$ cat src/rtl/bp_stream_byte_packer_pkg.sv
// Shared defaults and helpers for the stream byte packer.
// Imported by the packer top.
package bp_stream_byte_packer_pkg;

   localparam int BP_IN_WIDTH_DEF  = 8;
   localparam int BP_OUT_WIDTH_DEF = 32;

   function automatic logic [31:0] bp_sat_inc32(input logic [31:0] v);
      return (v == 32'hFFFF_FFFF) ? v : v + 32'd1;
   endfunction

endpackage

$ cat src/rtl/bp_stream_byte_packer_if.sv
// Byte-in / word-out handshake bundle for the stream byte packer.
// slave is the packer side, master is the producer/consumer side.
interface bp_stream_byte_packer_if #(
   parameter int in_width_p          = 8,
   parameter int stream_data_width_p = 32
) ();

   logic                           byte_v_i;
   logic [in_width_p-1:0]          byte_data_i;
   logic                           byte_ready_o;
   logic                           flush_i;
   logic                           stream_v_o;
   logic [stream_data_width_p-1:0] stream_data_o;
   logic                           stream_ready_i;
   logic [31:0]                    word_count_o;
   logic                           busy_o;

   modport slave (
      input  byte_v_i, byte_data_i, flush_i, stream_ready_i,
      output byte_ready_o, stream_v_o, stream_data_o,
      output word_count_o, busy_o
   );

   modport master (
      output byte_v_i, byte_data_i, flush_i, stream_ready_i,
      input  byte_ready_o, stream_v_o, stream_data_o,
      input  word_count_o, busy_o
   );

endinterface

$ cat src/rtl/bsg_two_fifo.sv
// Two-entry ready/valid FIFO with async active-low reset.
// Enqueue into a full FIFO is legal only alongside a dequeue.
module bsg_two_fifo #(
   parameter int width_p = 32
) (
   input  logic               clk_i,
   input  logic               reset_n_i,
   input  logic               v_i,
   input  logic [width_p-1:0] data_i,
   output logic               ready_o,
   output logic               v_o,
   output logic [width_p-1:0] data_o,
   input  logic               yumi_i
);

   logic [width_p-1:0] r_mem [2];
   logic               r_rd;
   logic               r_wr;
   logic [1:0]         r_cnt;
   logic               w_enq;
   logic               w_deq;

   assign ready_o = (r_cnt != 2'd2);
   assign v_o     = (r_cnt != 2'd0);
   assign data_o  = r_mem[r_rd];
   assign w_deq   = yumi_i & v_o;
   assign w_enq   = v_i & (ready_o | w_deq);

   always_ff @(posedge clk_i or negedge reset_n_i) begin
      if (!reset_n_i) begin
         r_mem[0] <= '0;
         r_mem[1] <= '0;
         r_rd     <= 1'b0;
         r_wr     <= 1'b0;
         r_cnt    <= 2'd0;
      end else begin
         if (w_enq) begin
            r_mem[r_wr] <= data_i;
            r_wr        <= ~r_wr;
         end
         if (w_deq)
            r_rd <= ~r_rd;
         if (w_enq && !w_deq)
            r_cnt <= r_cnt + 2'd1;
         else if (w_deq && !w_enq)
            r_cnt <= r_cnt - 2'd1;
      end
   end

endmodule

$ cat src/rtl/bp_stream_byte_packer.sv
// Packs narrow lanes little-endian into words, with flush of partial
// words and a two-entry output buffer.
import bp_stream_byte_packer_pkg::*;

module bp_stream_byte_packer #(
   parameter int in_width_p          = BP_IN_WIDTH_DEF,
   parameter int stream_data_width_p = BP_OUT_WIDTH_DEF
) (
   input  logic                   clk_i,
   input  logic                   reset_n_i,
   bp_stream_byte_packer_if.slave bus
);

   localparam int els_lp    = stream_data_width_p / in_width_p;
   localparam int lg_els_lp = (els_lp > 1) ? $clog2(els_lp) : 1;
   localparam logic [lg_els_lp-1:0] last_lp = lg_els_lp'(els_lp - 1);

   logic [lg_els_lp-1:0]           r_lane;
   logic [lg_els_lp-1:0]           w_lane_nxt;
   logic [stream_data_width_p-1:0] r_acc;
   logic [stream_data_width_p-1:0] w_acc_ins;
   logic [stream_data_width_p-1:0] w_acc_nxt;
   logic [stream_data_width_p-1:0] w_enq_data;
   logic                           r_flush_pend;
   logic                           w_flush_nxt;
   logic                           r_live;
   logic [31:0]                    r_count;
   logic                           w_fifo_ready;
   logic                           w_fifo_v;
   logic                           w_ready;
   logic                           w_accept;
   logic                           w_last;
   logic                           w_enq_word;
   logic                           w_enq_flush;
   logic                           w_enq;
   logic                           w_deq;

   // r_live holds ready low through reset and until the first clock edge
   assign w_last      = (r_lane == last_lp);
   assign w_ready     = r_live & ~r_flush_pend & ~(w_last & ~w_fifo_ready);
   assign w_accept    = bus.byte_v_i & w_ready;
   assign w_enq_word  = w_accept & w_last;
   assign w_enq_flush = r_flush_pend & w_fifo_ready;
   assign w_enq       = w_enq_word | w_enq_flush;
   assign w_enq_data  = w_enq_word ? w_acc_ins : r_acc;
   assign w_deq       = w_fifo_v & bus.stream_ready_i;

   always_comb begin
      w_acc_ins = r_acc;
      for (int k = 0; k < els_lp; k++)
         if (w_accept && (r_lane == lg_els_lp'(k)))
            w_acc_ins[k*in_width_p +: in_width_p] = bus.byte_data_i;
   end

   // a flush only arms when lanes remain filled after this cycle's byte
   always_comb begin
      w_lane_nxt  = r_lane;
      w_acc_nxt   = w_acc_ins;
      w_flush_nxt = r_flush_pend;
      if (w_enq) begin
         w_lane_nxt  = '0;
         w_acc_nxt   = '0;
         w_flush_nxt = 1'b0;
      end else if (w_accept) begin
         w_lane_nxt = r_lane + 1'b1;
      end
      if (bus.flush_i && !r_flush_pend && (w_lane_nxt != '0))
         w_flush_nxt = 1'b1;
   end

   always_ff @(posedge clk_i or negedge reset_n_i) begin
      if (!reset_n_i) begin
         r_live       <= 1'b0;
         r_lane       <= '0;
         r_acc        <= '0;
         r_flush_pend <= 1'b0;
         r_count      <= '0;
      end else begin
         r_live       <= 1'b1;
         r_lane       <= w_lane_nxt;
         r_acc        <= w_acc_nxt;
         r_flush_pend <= w_flush_nxt;
         if (w_deq)
            r_count <= bp_sat_inc32(r_count);
      end
   end

   bsg_two_fifo #(
      .width_p (stream_data_width_p)
   ) u_fifo (
      .clk_i     (clk_i),
      .reset_n_i (reset_n_i),
      .v_i       (w_enq),
      .data_i    (w_enq_data),
      .ready_o   (w_fifo_ready),
      .v_o       (w_fifo_v),
      .data_o    (bus.stream_data_o),
      .yumi_i    (w_deq)
   );

   assign bus.byte_ready_o = w_ready;
   assign bus.stream_v_o   = w_fifo_v;
   assign bus.word_count_o = r_count;
   assign bus.busy_o       = (r_lane != '0) | w_fifo_v | r_flush_pend;

endmodule

$ cat src/flat_wrapper.sv
// flat-port wrapper written by rule: the top's interface ports become plain ports
module bp_stream_byte_packer_flat 
#(
   parameter int in_width_p          = BP_IN_WIDTH_DEF,
   parameter int stream_data_width_p = BP_OUT_WIDTH_DEF
)
  (clk_i, reset_n_i, bus_byte_v_i, bus_byte_data_i, bus_flush_i, bus_stream_ready_i, bus_byte_ready_o, bus_stream_v_o, bus_stream_data_o, bus_word_count_o, bus_busy_o);
  bp_stream_byte_packer_if #(.in_width_p(in_width_p), .stream_data_width_p(stream_data_width_p)) bus_i ();
  input  logic clk_i;
  input  logic reset_n_i;
  input wire logic [$bits(bus_i.byte_v_i)-1:0] bus_byte_v_i;
  input wire logic [$bits(bus_i.byte_data_i)-1:0] bus_byte_data_i;
  input wire logic [$bits(bus_i.flush_i)-1:0] bus_flush_i;
  input wire logic [$bits(bus_i.stream_ready_i)-1:0] bus_stream_ready_i;
  output wire logic [$bits(bus_i.byte_ready_o)-1:0] bus_byte_ready_o;
  output wire logic [$bits(bus_i.stream_v_o)-1:0] bus_stream_v_o;
  output wire logic [$bits(bus_i.stream_data_o)-1:0] bus_stream_data_o;
  output wire logic [$bits(bus_i.word_count_o)-1:0] bus_word_count_o;
  output wire logic [$bits(bus_i.busy_o)-1:0] bus_busy_o;
  assign bus_i.byte_v_i = bus_byte_v_i;
  assign bus_i.byte_data_i = bus_byte_data_i;
  assign bus_i.flush_i = bus_flush_i;
  assign bus_i.stream_ready_i = bus_stream_ready_i;
  assign bus_byte_ready_o = bus_i.byte_ready_o;
  assign bus_stream_v_o = bus_i.stream_v_o;
  assign bus_stream_data_o = bus_i.stream_data_o;
  assign bus_word_count_o = bus_i.word_count_o;
  assign bus_busy_o = bus_i.busy_o;
  bp_stream_byte_packer #(.in_width_p(in_width_p), .stream_data_width_p(stream_data_width_p)) u_core (.clk_i(clk_i), .reset_n_i(reset_n_i), .bus(bus_i));
endmodule
$ cat config.mk
export PLATFORM = sky130hd
export DESIGN_NAME = bp_stream_byte_packer_flat
export DESIGN_NICKNAME = d
export VERILOG_FILES = /design/src/rtl/bp_stream_byte_packer_pkg.sv /design/src/rtl/bp_stream_byte_packer_if.sv /design/src/rtl/bsg_two_fifo.sv /design/src/rtl/bp_stream_byte_packer.sv /design/src/flat_wrapper.sv
export SDC_FILE = /design/constraint.sdc
export NUM_CORES = 1
export LEC_CHECK = 0
export ABC_AREA = 1
export BUFFER_PORTS_ARGS = -buffer_cell sky130_fd_sc_hd__buf_2
export CAP_MARGIN = 20
export CORE_UTILIZATION = 55
export CTS_BUF_LIST = sky130_fd_sc_hd__clkbuf_8
export CTS_CLUSTER_DIAMETER = 80
export CTS_CLUSTER_SIZE = 30
export DETAILED_ROUTE_END_ITERATION = 12
export PLACE_DENSITY = 0.74
export REMOVE_ABC_BUFFERS = 1
export SETUP_SLACK_MARGIN = 0.15
export SLEW_MARGIN = 0
export SYNTH_ARGS = -nofsm -noshare
export SYNTH_HDL_FRONTEND = slang
export SYNTH_HIERARCHICAL = 1
export SYNTH_SLANG_ARGS = --single-unit
$ cat constraint.sdc
create_clock -name clk_i -period 3 [get_ports clk_i]
set_input_delay 0.15 -clock clk_i [delete_from_list [all_inputs] [get_ports clk_i]]
set_output_delay 0.15 -clock clk_i [all_outputs]
set_load 0.01 [all_outputs]
### After elaboration in Yosys (flattened, before gate mapping)

Index checks and enable logic that the tools add are counted.

* add/subtract/negate cells: 4
* multipliers: 0
* divide/modulo/power cells: 0
* $lt $le $gt $ge: 3
* equal/unequal tests: 5
* shift operators: 0
* multiplexer cells: 18
* bitwise logic cells: 21
* reduce and logical (&&, ||, !) cells: 19

Operators by type and width (count)
* 32-bit 2-to-1 mux: 6
* 64-bit bitwise mux: 1
* 32-bit by 1-bit adder with 32-bit output (second input constant): 1
* 32-bit demux with 1-bit select: 1
* 32-bit equality test (second input constant): 1
* 8-bit 2-to-1 mux: 4
* 2-bit nonzero test: 5
* 1-bit bitwise AND: 9
* 1-bit logical AND: 9
* 2-bit 2-to-1 mux: 4
* 1-bit inverter: 6
* 2-bit by 1-bit adder with 2-bit output (second input constant): 2
* 2-bit equality test (second input constant): 2
* 2-bit >= comparator (second input constant): 2
* 1-bit inverter with 2-bit output: 2
* 1-bit bitwise OR: 4
* 1-bit zero test: 3
* 2-bit by 1-bit equality test with 1-bit output (second input constant): 1
* 2-bit zero test: 1
* 2-bit by 1-bit less-than comparator with 1-bit output (second input constant): 1
* 1-bit 2-to-1 mux: 2
* 2-bit != test (second input constant): 1
* 2-bit AND reduction: 1
* 2-bit by 1-bit subtractor with 2-bit output (second input constant): 1

* register bits after elaboration: 136
* latch bits: 0
* bits in writable memories: 0
* ROM bits: 0
* input bits: 13
* word-level logic and storage cells: 80
* memories: 0

### Longest topological paths before layout

Gate-level depths: netlist of run 1.

* depth after elaboration: 13
* depth in mapped cells: 15

### Cells and area by module

Netlist of run 1, hierarchy kept.

By module, submodules not included
* bp_stream_byte_packer: times used 1, cells each 582, area each 4041.4 µm², seq. area each 1701.6 µm²
* bsg_two_fifo: times used 1, cells each 416, area each 3304.4 µm², seq. area each 1701.6 µm²

### Worst setup path before layout of run 1

Ideal clock, no wire load.

* kind: register -> register
* start point: register u_core.r_flush_pend
* end point: register u_core.u_fifo.r_cnt[1]
* library setup time: 117 ps
* arrival time: 2032 ps
* setup slack: 851 ps
* cell stages (with the launch flop): 14
* path buffers: 3
* period minus slack after synthesis: 2149 ps
* path through: dfrtp_1 nor2_4 nand4_1 buf_2 nand2_1 buf_2 buf_2 nand2_1 inv_1 ha_1 inv_1 nand3_1 nand2_1 nand2_1

* word-level cells in the longest chain between the ends: 10
* elaborated cells between the ends (all ways): 13

Ends and longest elaborated chain
* start: declaration: RTL line bp_stream_byte_packer.sv:24 `logic r_flush_pend;`
* start signal: assignment: RTL line bp_stream_byte_packer.sv:82 `r_flush_pend <= w_flush_nxt;`
* 1-bit inverter: RTL line bp_stream_byte_packer.sv:40 `assign w_ready = r_live & ~r_flush_pend & ~(w_last & ~w_fifo_ready);`
* 1-bit bitwise AND (2 in series): RTL line bp_stream_byte_packer.sv:40
* 1-bit bitwise AND: RTL line bp_stream_byte_packer.sv:41 `assign w_accept = bus.byte_v_i & w_ready;`
* 1-bit bitwise AND: RTL line bp_stream_byte_packer.sv:42 `assign w_enq_word = w_accept & w_last;`
* 1-bit bitwise OR (*): RTL line bp_stream_byte_packer.sv:44 `assign w_enq = w_enq_word | w_enq_flush;`
* net u_core.w_enq: RTL line bp_stream_byte_packer.sv:35 `logic w_enq;`
* 1-bit bitwise AND (*): RTL line bsg_two_fifo.sv:27 `assign w_enq = v_i & (ready_o | w_deq);`
* 1-bit zero test: RTL line bsg_two_fifo.sv:45 `else if (w_deq && !w_enq)`
* 1-bit logical AND: RTL line bsg_two_fifo.sv:45
* 2-bit nonzero test (no line)
* end signal: assignment: RTL line bsg_two_fifo.sv:44 `r_cnt <= r_cnt + 2'd1;`
* end signal: assignment: RTL line bsg_two_fifo.sv:46 `r_cnt <= r_cnt - 2'd1;`
* end: declaration: RTL line bsg_two_fifo.sv:19 `logic [1:0] r_cnt;`

Mark *: on every way through the listed nets, which the timed path passes. The rest lies on a longest branch.
A chain may end at the register's enable or synchronous reset.

### Final worst setup path of run 1

* start point: register u_core.u_fifo.r_cnt[1]
* end point: register u_core/u_fifo/r_mem[57] (netlist name)

* elaborated cells between the ends (all ways): 18

RTL lines
* 2-bit nonzero test: RTL line bsg_two_fifo.sv:24 `assign v_o = (r_cnt != 2'd0);`
* 1-bit bitwise AND: RTL line bp_stream_byte_packer.sv:46 `assign w_deq = w_fifo_v & bus.stream_ready_i;`
* net u_core.w_deq: RTL line bp_stream_byte_packer.sv:36 `logic w_deq;`
* 1-bit bitwise AND: RTL line bsg_two_fifo.sv:26 `assign w_deq = yumi_i & v_o;`
* 1-bit bitwise OR: RTL line bsg_two_fifo.sv:27
* 1-bit bitwise AND: RTL line bsg_two_fifo.sv:27
* end signal: indexed assignment: RTL line bsg_two_fifo.sv:38 `r_mem[r_wr] <= data_i;`
* end: declaration: RTL line bsg_two_fifo.sv:16 `logic [width_p-1:0] r_mem [2];`

The timed path passes the listed nets, and every way through them passes these cells.

==> results of run 1 <==
==> metrics by stage <==
stage          setup WS (ps)  hold WS, ps
2_1_floorplan          -2260         -146
3_3_place_gp             870          168
3_5_place_dp             842          165
4_1_cts                  839         83.7
5_1_grt                  646          125
6_report                 846         97.7
==> cell families (layout without fill, tap and decap cells) <==
| group | after synthesis | after routing |
|---|---|---|
| and+or+nand+nor | 681 | 681 |
| DFF | 136 | 136 |
| buffers and inverters | 97 | 168 |
| AOI/OAI and AO/OA | 59 | 59 |
| xor gates and xnor gates | 18 | 18 |
| adders and majority gates | 6 | 6 |
| other | 1 | 1 |
==> cell usage after synthesis <==
master	number	area [µm²]
nand4_1	69	432
inv_4	1	6.26
xor2_1	12	105
nand3b_1	14	105
xnor2_1	6	52.6
nand3_1	4	20.0
nor2_4	6	67.6
buf_4	12	90.1
dfrtp_1	136	3400
nor2_2	3	18.8
a21oi_1	1	5.00
buf_6	8	90.1
buf_2	21	105
o21ai_0	47	235
nand2_2	1	6.26
inv_1	40	150
ha_1	6	75.1
inv_2	4	15.0
nor2_1	84	315
o21ai_1	11	55.1
nand2_4	2	22.5
nand3_2	2	20.0
buf_1	4	15.0
nand3_4	2	35.0
nand2_1	493	1850
conb_1	1	3.75
clkbuf_1	7	26.3
nand2_8	1	20.0
==> critical path, cell delays in order (launching register included) <==
cell and delay, ps:
dfrtp_1 420, inv_1 70, nand2_1 120, nand2_1 70, inv_1 200, inv_1 110
nand3_4 240, nand3_2 320, buf_4 340, nand2_1 90, nand2_1 50
==> routing by layer <==
layer	track usage (%)	vias up	part of all wire (%)
li1	-	3283	-
met3	5.86	24	6.0
met4	9.62	0	1.5
met1	37.7	3015	48
met5	0	-	0
met2	37.2	186	44
==> flip-flops by register name, indices dropped and copies added (netlist names) <==
| signal | count |
|---|---|
| u_core/u_fifo/r_mem | 64 |
| u_core/r_lane | 2 |
| u_core/u_fifo/r_wr | 1 |
| u_core/u_fifo/r_cnt | 2 |
| u_core/r_acc | 32 |
| u_core/u_fifo/r_rd | 1 |
| u_core/bus.word_count_o | 32 |
| u_core/r_live | 1 |
| u_core/r_flush_pend | 1 |
==> where the power goes <==
part	internal [mW]	switching, mW
combinational	0.712	1.70
clock	0.834	0.709
sequential	2.28	0.314
total	3.83	2.73
==> worst max path at each step <==
stage               slack, ps                                from                                  end
finish                    850  u_core/u_fifo/r_cnt[1]$_DFFE_PN0P_  u_core/u_fifo/r_mem[57]$_DFFE_PN0P_
global route              650  u_core/u_fifo/r_cnt[1]$_DFFE_PN0P_  u_core/u_fifo/r_mem[42]$_DFFE_PN0P_
CTS                       840  u_core/u_fifo/r_cnt[1]$_DFFE_PN0P_  u_core/u_fifo/r_mem[37]$_DFFE_PN0P_
detailed placement        840  u_core/u_fifo/r_cnt[1]$_DFFE_PN0P_  u_core/u_fifo/r_mem[32]$_DFFE_PN0P_
global placement          870          u_core/r_lane[0]$_DFF_PN0_  u_core/u_fifo/r_mem[36]$_DFFE_PN0P_
floorplan               -2260     u_core/r_flush_pend$_DFFE_PN0P_  u_core/u_fifo/r_mem[32]$_DFFE_PN0P_
==> cell type report <==
cell class                 count  area, µm²  share of cell area, %
inverter                      45        171                   2.10
clock inverter                13        156                   1.92
clock buffer                  18        248                   3.04
sequential                   136       3400                   41.7
timing repair buffer          92        517                   6.33
multi-input combinational    765       3450                   42.3
tap                          172        215                   2.64
==> repair_timing <==
item	4_1_cts	5_1_grt
hold buffers	2	0
endpoints found under the hold margin	62	0
resized for setup	0	0
==> reports/qor.yml, run 1 <==
final_cell_mix: "492 x nand2_1, 136 x dfrtp_1, 84 x nor2_1"
clk_pin_slew_ps: 70
synth_compound_area_share_pct: 4.02
die-area_um2: 13800
cp_max_fo: 21
synth.avg_cell_area_um2: 7.36
netlist_instances: 998
area_growth_pct: 11.1
synth_xor_area_share_pct: 2.15
fin_util_pct: 63.6
final_area_um2: 8160
yosysWarnings: 6
powerDensity_nw_per_um2: 803
p_total_mw: 6.55
rsz0062_at_grt: "false"
synth.distinct_cells: 28
endpoint_kind: "register"
power.static_leakage_nw: 4.41
relSlewSlack_pct: 55.2
antenna_found_initial: 0
nFillCells: 1230
synthMuxAreaShare_pct: 0
ys_seq_elements: 136
status: "completed"
wl_um: 16900
fin_crit_sh_pct: 71.8
grt.total_usage_pct: 25.8
drt_iter0_markers: 514
initial_utilization_pct: 57.3
wl_per_cell_um: 13.6
coreArea_um2: 12800
grt_pass1_vias: 5799
hold_path.class: "in -> reg"
numPortBuffers: 79
cts_tree: "yes"
grt_max_degree: 76
fp.dieH_um: 118
arrival_ps: 2500
firstDrtPassIters: 5
setup_violations: 0
hold_depth: 5
cts_made_buffers: 17
layout_commonest_cell: "nand2_1"
antenna_cells: 0
synth_fa_ha_area_share_pct: 1.02
r2r_end: "u_core/u_fifo/r_mem[57]$_DFFE_PN0P_"
synth_top_family_by_area: "simple AND/OR/NAND/NOR gates"
place_congestion: 0.912
worst_slew_pin_slew_ps: 672
gr-total-overflow: 0
vias: 6508
ir_drop_mv: 0.418
clock_latency_ps: 450
die_w_um: 118
ctsHtreeMaxLevel: 4
layout.nets: 1076
worst_r2r_path_depth: 10
row_count: 41
fin_crit_ps: 2150
synth-simple-area-share_pct: 39.7
hold_end: "u_core/r_acc[18]$_DFF_PN0_"
ios: 80
required_ps: 3340
clkSinkCount: 136
fmax_mhz: 464
timing.final.hold_violations: 0
viasPerCell: 5.24
dpl.hpwl_um: 11100
post_cts_buffers: 0
grt_pass1_wl_um: 28500
clock_path_buffers: 2
detail-route-antenna-nets: 0
setup_tns_ps: 0
path_class: "reg -> reg"
slew_viol_final: 0
cp-start-kind: "register"
r2r-start: "u_core/u_fifo/r_cnt[1]$_DFFE_PN0P_"
cts_root_buf: "clkbuf_8"
drive_gt1_share_pct: 13.3
finClkSkew_ps: 13.2
dp_cells: 1208
ys_seq_area_share_pct: 46.3
fin_cells: 1241
drc: 0
holdCritStartpoint: "bus_byte_data_i[2]"
cap_violations: 0
worst-r2r-setup-slack_ps: 850
placed_area_um2: 7730
synth_area_um2: 7350
Power figures use the tool's default switching activity.
==> run 2, diff against run 1 <==
clock period = 2 ns   (was 3 ns; I/O delays follow)
==> run 2 against run 1 <==
Effect of this change: clock power up 65%; critical path depth shrank 1; largest power group is now combinational logic; cell count is 3.1% higher; combinational power rose by 79%; worst hold slack worse by 41 ps; setup slack worse by 700 ps.
==> reports/qor.yml, run 2 (synthesis results as in run 1) <==
drive_gt1_share_pct: 17.3
detail-route-antenna-nets: 0
path_cells: "ha_2 > nand2_2 > nand3_4 > nor2_4 > buf_12 > o21ai_0 > o21ai_0 > nand4_1 > nand2_1"
numPortBuffers: 79
ir_drop_mv: 0.764
slew_viol_final: 0
cts_made_buffers: 17
cp-start-kind: "register"
slowest_delay_ps: 420
path_common_cell: "o21ai_0"
drt_iter0_markers: 786
seq_area_um2: 3410
ios: 80
coreArea_um2: 12800
die_w_um: 118
fp.dieH_um: 118
antenna_cells: 0
clock_latency_ps: 450
clkSinkCount: 136
largest_reg_flops: 64
hold_path.class: "in -> reg"
fin_crit_ps: 1860
endpoint_kind: "register"
place_congestion: 0.931
cts_tree: "yes"
slowest_stage: "dfrtp_1"
required_ps: 2390
fin_cells: 1280
viasPerCell: 5.33
setup_violations: 0
final_cell_mix: "490 x nand2_1, 133 x dfrtp_1, 84 x nor2_1"
path_class: "reg -> reg"
cap_violations: 0
ctsHtreeMaxLevel: 4
power.static_leakage_nw: 4.66
nFillCells: 1140
fmax_mhz: 539
vias: 6821
cp_num_cells: 9
grt_max_degree: 65
drc: 0
worst_slew_pin_slew_ps: 534
largest_register: "u_core/u_fifo/r_mem"
hold_depth: 5
multi_input_area_um2: 3510
cp_max_fo: 16
dpl.hpwl_um: 11700
grt_pass1_vias: 6089
relSlewSlack_pct: 64.4
timing.final.hold_violations: 0
powerDensity_nw_per_um2: 1240
wl_per_cell_um: 14.5
grt.total_usage_pct: 27.4
fin_crit_sh_pct: 92.8
wl_um: 18500
gr-total-overflow: 0
worst_r2r_path_depth: 9
antenna_found_initial: 0
layout_commonest_cell: "nand2_1"
area_growth_pct: 17.5
layout.nets: 1114
rsz0062_at_grt: "true"
die-area_um2: 13800
critPathBufInv: 1
grt_pass1_wl_um: 30300
clk_pin_slew_ps: 80
setup_tns_ps: 0
critical-path-top-delay-family: "simple AND/OR/NAND/NOR gates"
finClkSkew_ps: 10.7
firstDrtPassIters: 5
clock_path_buffers: 2
arrival_ps: 2240
dp_cells: 1229
initial_utilization_pct: 57.3
cts_root_buf: "clkbuf_8"
status: "completed"
row_count: 41
## run 2: per-stage QoR
stage / hold slack (ps) / setup slack (ps) / util (%) / total power [mW] / area (µm²)
6_report: 56.6 / 144 / 67.3 / 10.7 / 8630
4_1_cts: 44.2 / 168 / 66.1 / 10.4 / 8470
5_1_grt: 95.0 / 45.0 / 67.3 / 11.4 / 8630
3_5_place_dp: 93.6 / 16.9 / 62.0 / 7.80 / 7950
3_3_place_gp: 94.0 / 89.7 / 62.0 / 7.71 / 7950
2_1_floorplan: -196 / -3260 / - / 6.24 / 7020
## run 2: layout make-up
type                            instances  share of cell area (%)
Clock inverter                         12                    2.00
Multi-Input combinational cell        767                    40.7
Inverter                               45                    2.04
Sequential cell                       136                    39.5
Tap cell                              172                    2.49
Clock buffer                           20                    3.19
Timing Repair Buffer                  128                    10.1
## run 2: power breakdown
part / leakage [nW] / internal, mW / total (mW) / switching (mW)
registers: 1.85 / 3.43 / 3.87 / 0.440
clock network: 0.236 / 1.46 / 2.54 / 1.09
logic: 2.57 / 1.43 / 4.31 / 2.88
total: 4.66 / 6.32 / 10.7 / 4.41
## run 2: worst min-delay path: stages
cell and delay (ps):
buf_2 70, inv_1 70, nand2_1 70, o21ai_1 70, nor2_1 90
## run 2: routing by layer
layer | vias to the layer above | part of all wire, % | global-route usage (%)
li1 | 3362 | - | -
met1 | 3175 | 46 | 40.1
met2 | 251 | 45 | 41.2
met3 | 33 | 7.1 | 4.41
met4 | 0 | 1.7 | 9.62
met5 | - | 0 | 0
## run 2: final timing paths
| kind | slack [ps] | endpoint | from |
|---|---|---|---|
| worst max-delay path | 140 | u_core/u_fifo/r_mem[3]$_DFFE_PN0P_ | u_core/r_lane[0]$_DFF_PN0_ |
| worst min-delay path | 60 | u_core/r_acc[18]$_DFF_PN0_ | bus_byte_data_i[2] |
| worst max register to register | 140 | u_core/u_fifo/r_mem[3]$_DFFE_PN0P_ | u_core/r_lane[0]$_DFF_PN0_ |
| worst min register to register | 470 | u_core/u_fifo/r_mem[7]$_DFFE_PN0P_ | u_core/u_fifo/r_mem[7]$_DFFE_PN0P_ |
| max in group asynchronous | 1030 | u_core/r_acc[17]$_DFF_PN0_ | reset_n_i |
| min in group asynchronous | 180 | u_core/bus.word_count_o[13]$_DFFE_PN0P_ | reset_n_i |
## run 2: what timing repair did
action                                 CTS  global route
pin swaps                                4            17
resized for setup                        5            33
buffers inserted                         4            11
hold buffers                             2             0
setup endpoints to repair               48            92
endpoints found under the hold margin   52             0
gates cloned                             0             2
